[src/rtl/camera_handoff_responder.sv]
// Receiving side of the two-camera handoff: takes over on peer standby/film requests,
// fills its own buffer, flushes the peer at mid-fill and hands off to the next camera.
module camera_handoff_responder #(
  parameter int unsigned DEPTH       = 100,
  parameter int unsigned STANDBY_PCT = 80,
  parameter int unsigned FILM_PCT    = 90,
  parameter int unsigned FLUSH_PCT   = 50,
  parameter int unsigned LW          = 7
) (
  input  logic          clock,
  input  logic          reset_n,
  input  logic          tick,
  input  logic          peer_standby,
  input  logic          peer_film,
  input  logic          download,
  output logic          standby,
  output logic          film,
  output logic          handoff_standby,
  output logic          handoff_film,
  output logic          peer_flush,
  output logic [LW-1:0] level,
  output logic          busy
);

  if (!(FLUSH_PCT < STANDBY_PCT && STANDBY_PCT < FILM_PCT && FILM_PCT <= DEPTH
        && (2 ** LW) > DEPTH)) begin : g_param_check
    $error("camera_handoff_responder: inconsistent threshold parameters");
  end

  localparam logic [LW-1:0] LvlMax     = LW'(DEPTH);
  localparam logic [LW-1:0] LvlStandby = LW'(STANDBY_PCT);
  localparam logic [LW-1:0] LvlFilm    = LW'(FILM_PCT);
  localparam logic [LW-1:0] LvlFlush   = LW'(FLUSH_PCT);
  localparam logic [LW-1:0] LvlOne     = LW'(1);

  typedef enum logic [2:0] {StIdle, StStandby, StFilm, StHold, StDrain} state_e;

  state_e        state_q, state_d;
  logic [LW-1:0] level_q, level_d;
  logic          flush_sent_q, flush_sent_d;
  logic          peer_flush_q, peer_flush_d;

  always_ff @(posedge clock or negedge reset_n) begin
    if (!reset_n) begin
      state_q      <= StIdle;
      level_q      <= '0;
      flush_sent_q <= 1'b0;
      peer_flush_q <= 1'b0;
    end else begin
      state_q      <= state_d;
      level_q      <= level_d;
      flush_sent_q <= flush_sent_d;
      peer_flush_q <= peer_flush_d;
    end
  end

  always_comb begin
    state_d      = state_q;
    level_d      = level_q;
    flush_sent_d = flush_sent_q;
    peer_flush_d = 1'b0;
    unique case (state_q)
      StIdle: begin
        if (peer_film) begin
          state_d = StFilm;
        end else if (peer_standby) begin
          state_d = StStandby;
        end
      end
      StStandby: begin
        if (peer_film) begin
          state_d = StFilm;
        end else if (!peer_standby || download) begin
          state_d = StIdle;
        end
      end
      StFilm: begin
        if (tick) begin
          if (level_q == LvlMax) begin
            state_d = StHold;
          end else begin
            level_d = level_q + LvlOne;
          end
        end
        // A download means the peer has been read; treat the flush as already spent.
        if (download) begin
          state_d      = StDrain;
          flush_sent_d = 1'b1;
        end else if (level_q == LvlFlush && !flush_sent_q) begin
          peer_flush_d = 1'b1;
          flush_sent_d = 1'b1;
        end
      end
      StHold: begin
        if (download) begin
          state_d = StDrain;
        end
      end
      StDrain: begin
        if (level_q == '0) begin
          state_d = StIdle;
        end else if (tick) begin
          level_d = level_q - LvlOne;
          if (level_q == LvlOne) begin
            state_d = StIdle;
          end
        end
      end
      default: state_d = StIdle;
    endcase
    if (state_d == StIdle) begin
      flush_sent_d = 1'b0;
    end
  end

  assign standby         = (state_q == StStandby);
  assign film            = (state_q == StFilm);
  assign handoff_standby = (state_q == StFilm || state_q == StHold) && (level_q >= LvlStandby);
  assign handoff_film    = (state_q == StFilm || state_q == StHold) && (level_q >= LvlFilm);
  assign peer_flush      = peer_flush_q;
  assign level           = level_q;
  assign busy            = (state_q != StIdle);

endmodule

[config.mk]
export PLATFORM = sky130hd
export DESIGN_NAME = camera_handoff_responder
export DESIGN_NICKNAME = d
export VERILOG_FILES = /design/src/rtl/camera_handoff_responder.sv
export SDC_FILE = /design/constraint.sdc
export NUM_CORES = 1
export LEC_CHECK = 0
export BUFFER_PORTS_ARGS = -buffer_cell sky130_fd_sc_hd__buf_2
export CAP_MARGIN = 20
export CORE_UTILIZATION = 52
export DETAILED_ROUTE_END_ITERATION = 10
export PLACE_DENSITY = 0.77
export RECOVER_POWER = 25
export SYNTH_ARGS = -nofsm -noshare
export SYNTH_HDL_FRONTEND = slang
export SYNTH_SLANG_ARGS = --single-unit
[constraint.sdc]
create_clock -name clock -period 2.56 [get_ports clock]
set_input_delay 0.128 -clock clock [delete_from_list [all_inputs] [get_ports clock]]
set_output_delay 0.128 -clock clock [all_outputs]
set_load 0.1 [all_outputs]
==> metrics.md <==
| Metric | Value |
|---|---|
| Clk_lat worst skew | 270 ps |
| Syn Area/Cell | 9.76 um2 |
| Max Fclk | 0.515 GHz |
| CTS Buf Count | 3 |
| Initial Util | 55.1% |
| Post-CTS Resized | 0 |
| Synth warn | 0 |
| GR Overflow Total | 0 |
| Die width | 41.9 um |
| Max-cap viol count | 0 |
| Most area-hungry cell type in the Yosys netlist | dfrtp_1 |
| Die ar. | 1760 um2 |
| H-tree depth | 1 |
| Placed Instance Area | 923 um2 |
| Top post-synthesis cells by count | dfrtp_1 (12), nand2_1 (8), nor2_1 (6) |
| Met2 Usage GRT | 34.4% |
| Placer Congestion | 0.824 |
| Post-DP HPWL | 1270 um |
| Multi-input logic area | 498 um2 |
| Sequential fraction of the synthesis area | 36.2% |
| IO Pins | 19 |
| Max Slew Vio Count | 0 |
| Final Hold Vio Count | 0 |
| Launching point of the worst reg2reg path | level[0] |
| Tot GR Track Use | 22.3% |
| Relative slew slack | 57.0% |
| DR DRC count | 0 |
| Gr busiest metal | met2 |
| Post-CTS setup buffers | 0 |
| Iteration count of the initial detailed-routing pass | 4 |
| FF+latch count, synth | 12 |
| Final period utilization | 75.9% |
| GR Util met3 | 2.61% |
| RSZ-0062 raised after global routing | false |
| Synth cell types | 34 |
| Worst Path Required | 2710 ps |
| Detail Route Antenna Nets | 0 |
| Critical R2R Capture | level[4] |
| Share of the synthesized area in the top cell type | 36.2% |
| Cell Rows | 14 |
| Clock Skew | 1.64 ps |
| Worst reg2reg path depth | 7 |
| Vias in the first global route | 660 |
| Clock Path Buffers | 2 |
| Root Buffer | clkbuf_4 |
| First-pass GRT wire length | 2910 um |
| Pin count of the biggest net entering global routing | 13 |
| Worst Path Arrival | 2100 ps |
| DR vias | 714 |
| Measured slew at the worst slew-check pin | 645 ps |
| EDFF count, synth | 0 |
| Top cells by area, synth | dfrtp_1 (36%), ha_1 (7.5%), xor2_1 (4.2%) |
| Area occupied by registers | 300 um2 |
| Final setup violation count | 0 |
| Worst setup path end | level[4] |
| WL/cell | 14.3 um |
| Post-Syn Area | 830 um2 |
| Hold_ws | 58.7 ps |
| Worst hold path class | input pin to register |
| Reg clk slew, reported paths | 70 ps |
| Filler cell count in the final layout | 122 |
| Ant diodes | 0 |
| Worst setup startpoint | level[0] |
| Hold-fix buffers, CTS | 1 |
| Area grow syn2layout | 15.1% |
| Initial DRC Count | 11 |
| Top-count cell post-synth | dfrtp_1 |
| Post-layout util | 63.4% |
| Vias/cell | 6.00 |
| Die Y | 41.9 um |
| Syn nets | 96 |
| Critical path class | register to register |
| Total length of routed wires | 1700 um |
| Initial antenna violation count | 0 |
| Core ar. | 1510 um2 |
| GR Util met1 | 29.8% |
| Crit. End Element | register |
| Layout cells sized above 1 | 33.0% |
| Clk sinks | 12 |
| Pre-CTS WS | 631 ps |
| Startpoint types | register |
| Status | finished clean |
| Fin worst setup slack | 617 ps |
| Port bufs | 18 |
| Nets@finish | 116 |
| Synth Flop Type | dfrtp_1 |
| Max Fanout on Critical Path | 8 |
| Fin crit period | 1940 ps |
| Reg-to-reg slack, setup | 620 ps |
| Syn Inst Count | 85 |
| TritonCTS clock tree | built |
| Final Instance Area | 955 um2 |
| Async SR Flop Fraction | 100% |
-- worst min path at each step --
stage,slack [ps],cells past startpoint,startpoint,to
after CTS,50,2,download,peer_flush
after global placement,20,1,reset_n,peer_flush
after global routing,60,2,download,peer_flush
final,60,2,download,peer_flush
after detailed placement,20,1,reset_n,state_q[0]
after floorplan,-170,0,reset_n,flush_sent_q
-- kinds of logic after synthesis --
family / after synthesis / synth area share (%)
adders and majority gates: 5 / 7.54
muxes: 2 / 2.41
DFF: 12 / 36.2
buffers and inverters: 8 / 5.58
AOI/OAI and AO/OA: 16 / 16.0
and+or+nand+nor: 35 / 24.9
xor gates and xnor gates: 7 / 7.39
-- worst max-delay path, stage by stage, from the launching register on --
cell and delay, ps:
dfrtp_1 460, inv_1 130, ha_1 240, nand2_1 100
o41a_1 360, o21ai_4 290, nor2_1 100, xor2_1 150
-- through the flow --
step                      setup TNS [ps]  std cells
after floorplan                     -151         85
after global placement                 0        115
after detailed placement               0        115
after CTS                              0        119
after global routing                   0        119
final                                  0        119
-- registers in the layout, summed over array words and instances (netlist names) --
register and flops:
peer_flush 1, state_q 3, level 7, flush_sent_q 1
-- cell usage in the layout, fill, tap and decap left out --
| master | instances |
|---|---|
| a21boi_0 | 1 |
| a21oi_1 | 3 |
| a31oi_1 | 2 |
| a31oi_4 | 1 |
| and2b_2 | 1 |
| and3_2 | 1 |
| buf_2 | 17 |
| clkbuf_1 | 1 |
| clkbuf_4 | 3 |
| dfrtp_1 | 12 |
| dlygate4sd3_1 | 1 |
| ha_1 | 5 |
| inv_1 | 4 |
| mux2i_1 | 2 |
| nand2_1 | 8 |
| nand2b_1 | 1 |
| nand4_1 | 4 |
| nor2_1 | 4 |
| nor2_2 | 2 |
| nor2b_1 | 2 |
| nor3_1 | 2 |
| nor3_2 | 2 |
| nor3b_1 | 1 |
| nor3b_2 | 3 |
| nor4_1 | 1 |
| o21ai_0 | 4 |
| o21ai_4 | 1 |
| o31a_1 | 1 |
| o31a_2 | 1 |
| o32a_1 | 1 |
| o41a_1 | 1 |
| or2_2 | 1 |
| or3_2 | 1 |
| or3b_1 | 1 |
| xnor2_1 | 3 |
| xor2_1 | 4 |
-- layout make-up --
class | instances | share of cell area, %
clock buffers | 3 | 2.36
inverters | 4 | 1.57
multi-input cells | 65 | 52.2
flip-flops and latches | 12 | 31.5
well taps | 16 | 2.10
repair buffers | 19 | 10.4
-- per-layer routing --
layer / vias up / part of all wire (%)
li1: 335 / -
met1: 341 / 45
met2: 31 / 47
met3: 7 / 5.1
met4: 0 / 3.0
met5: - / 0
Power is left out: the tool's default activity adds up to more than one toggle a clock period on the data nets, which glitch-free logic cannot reach.
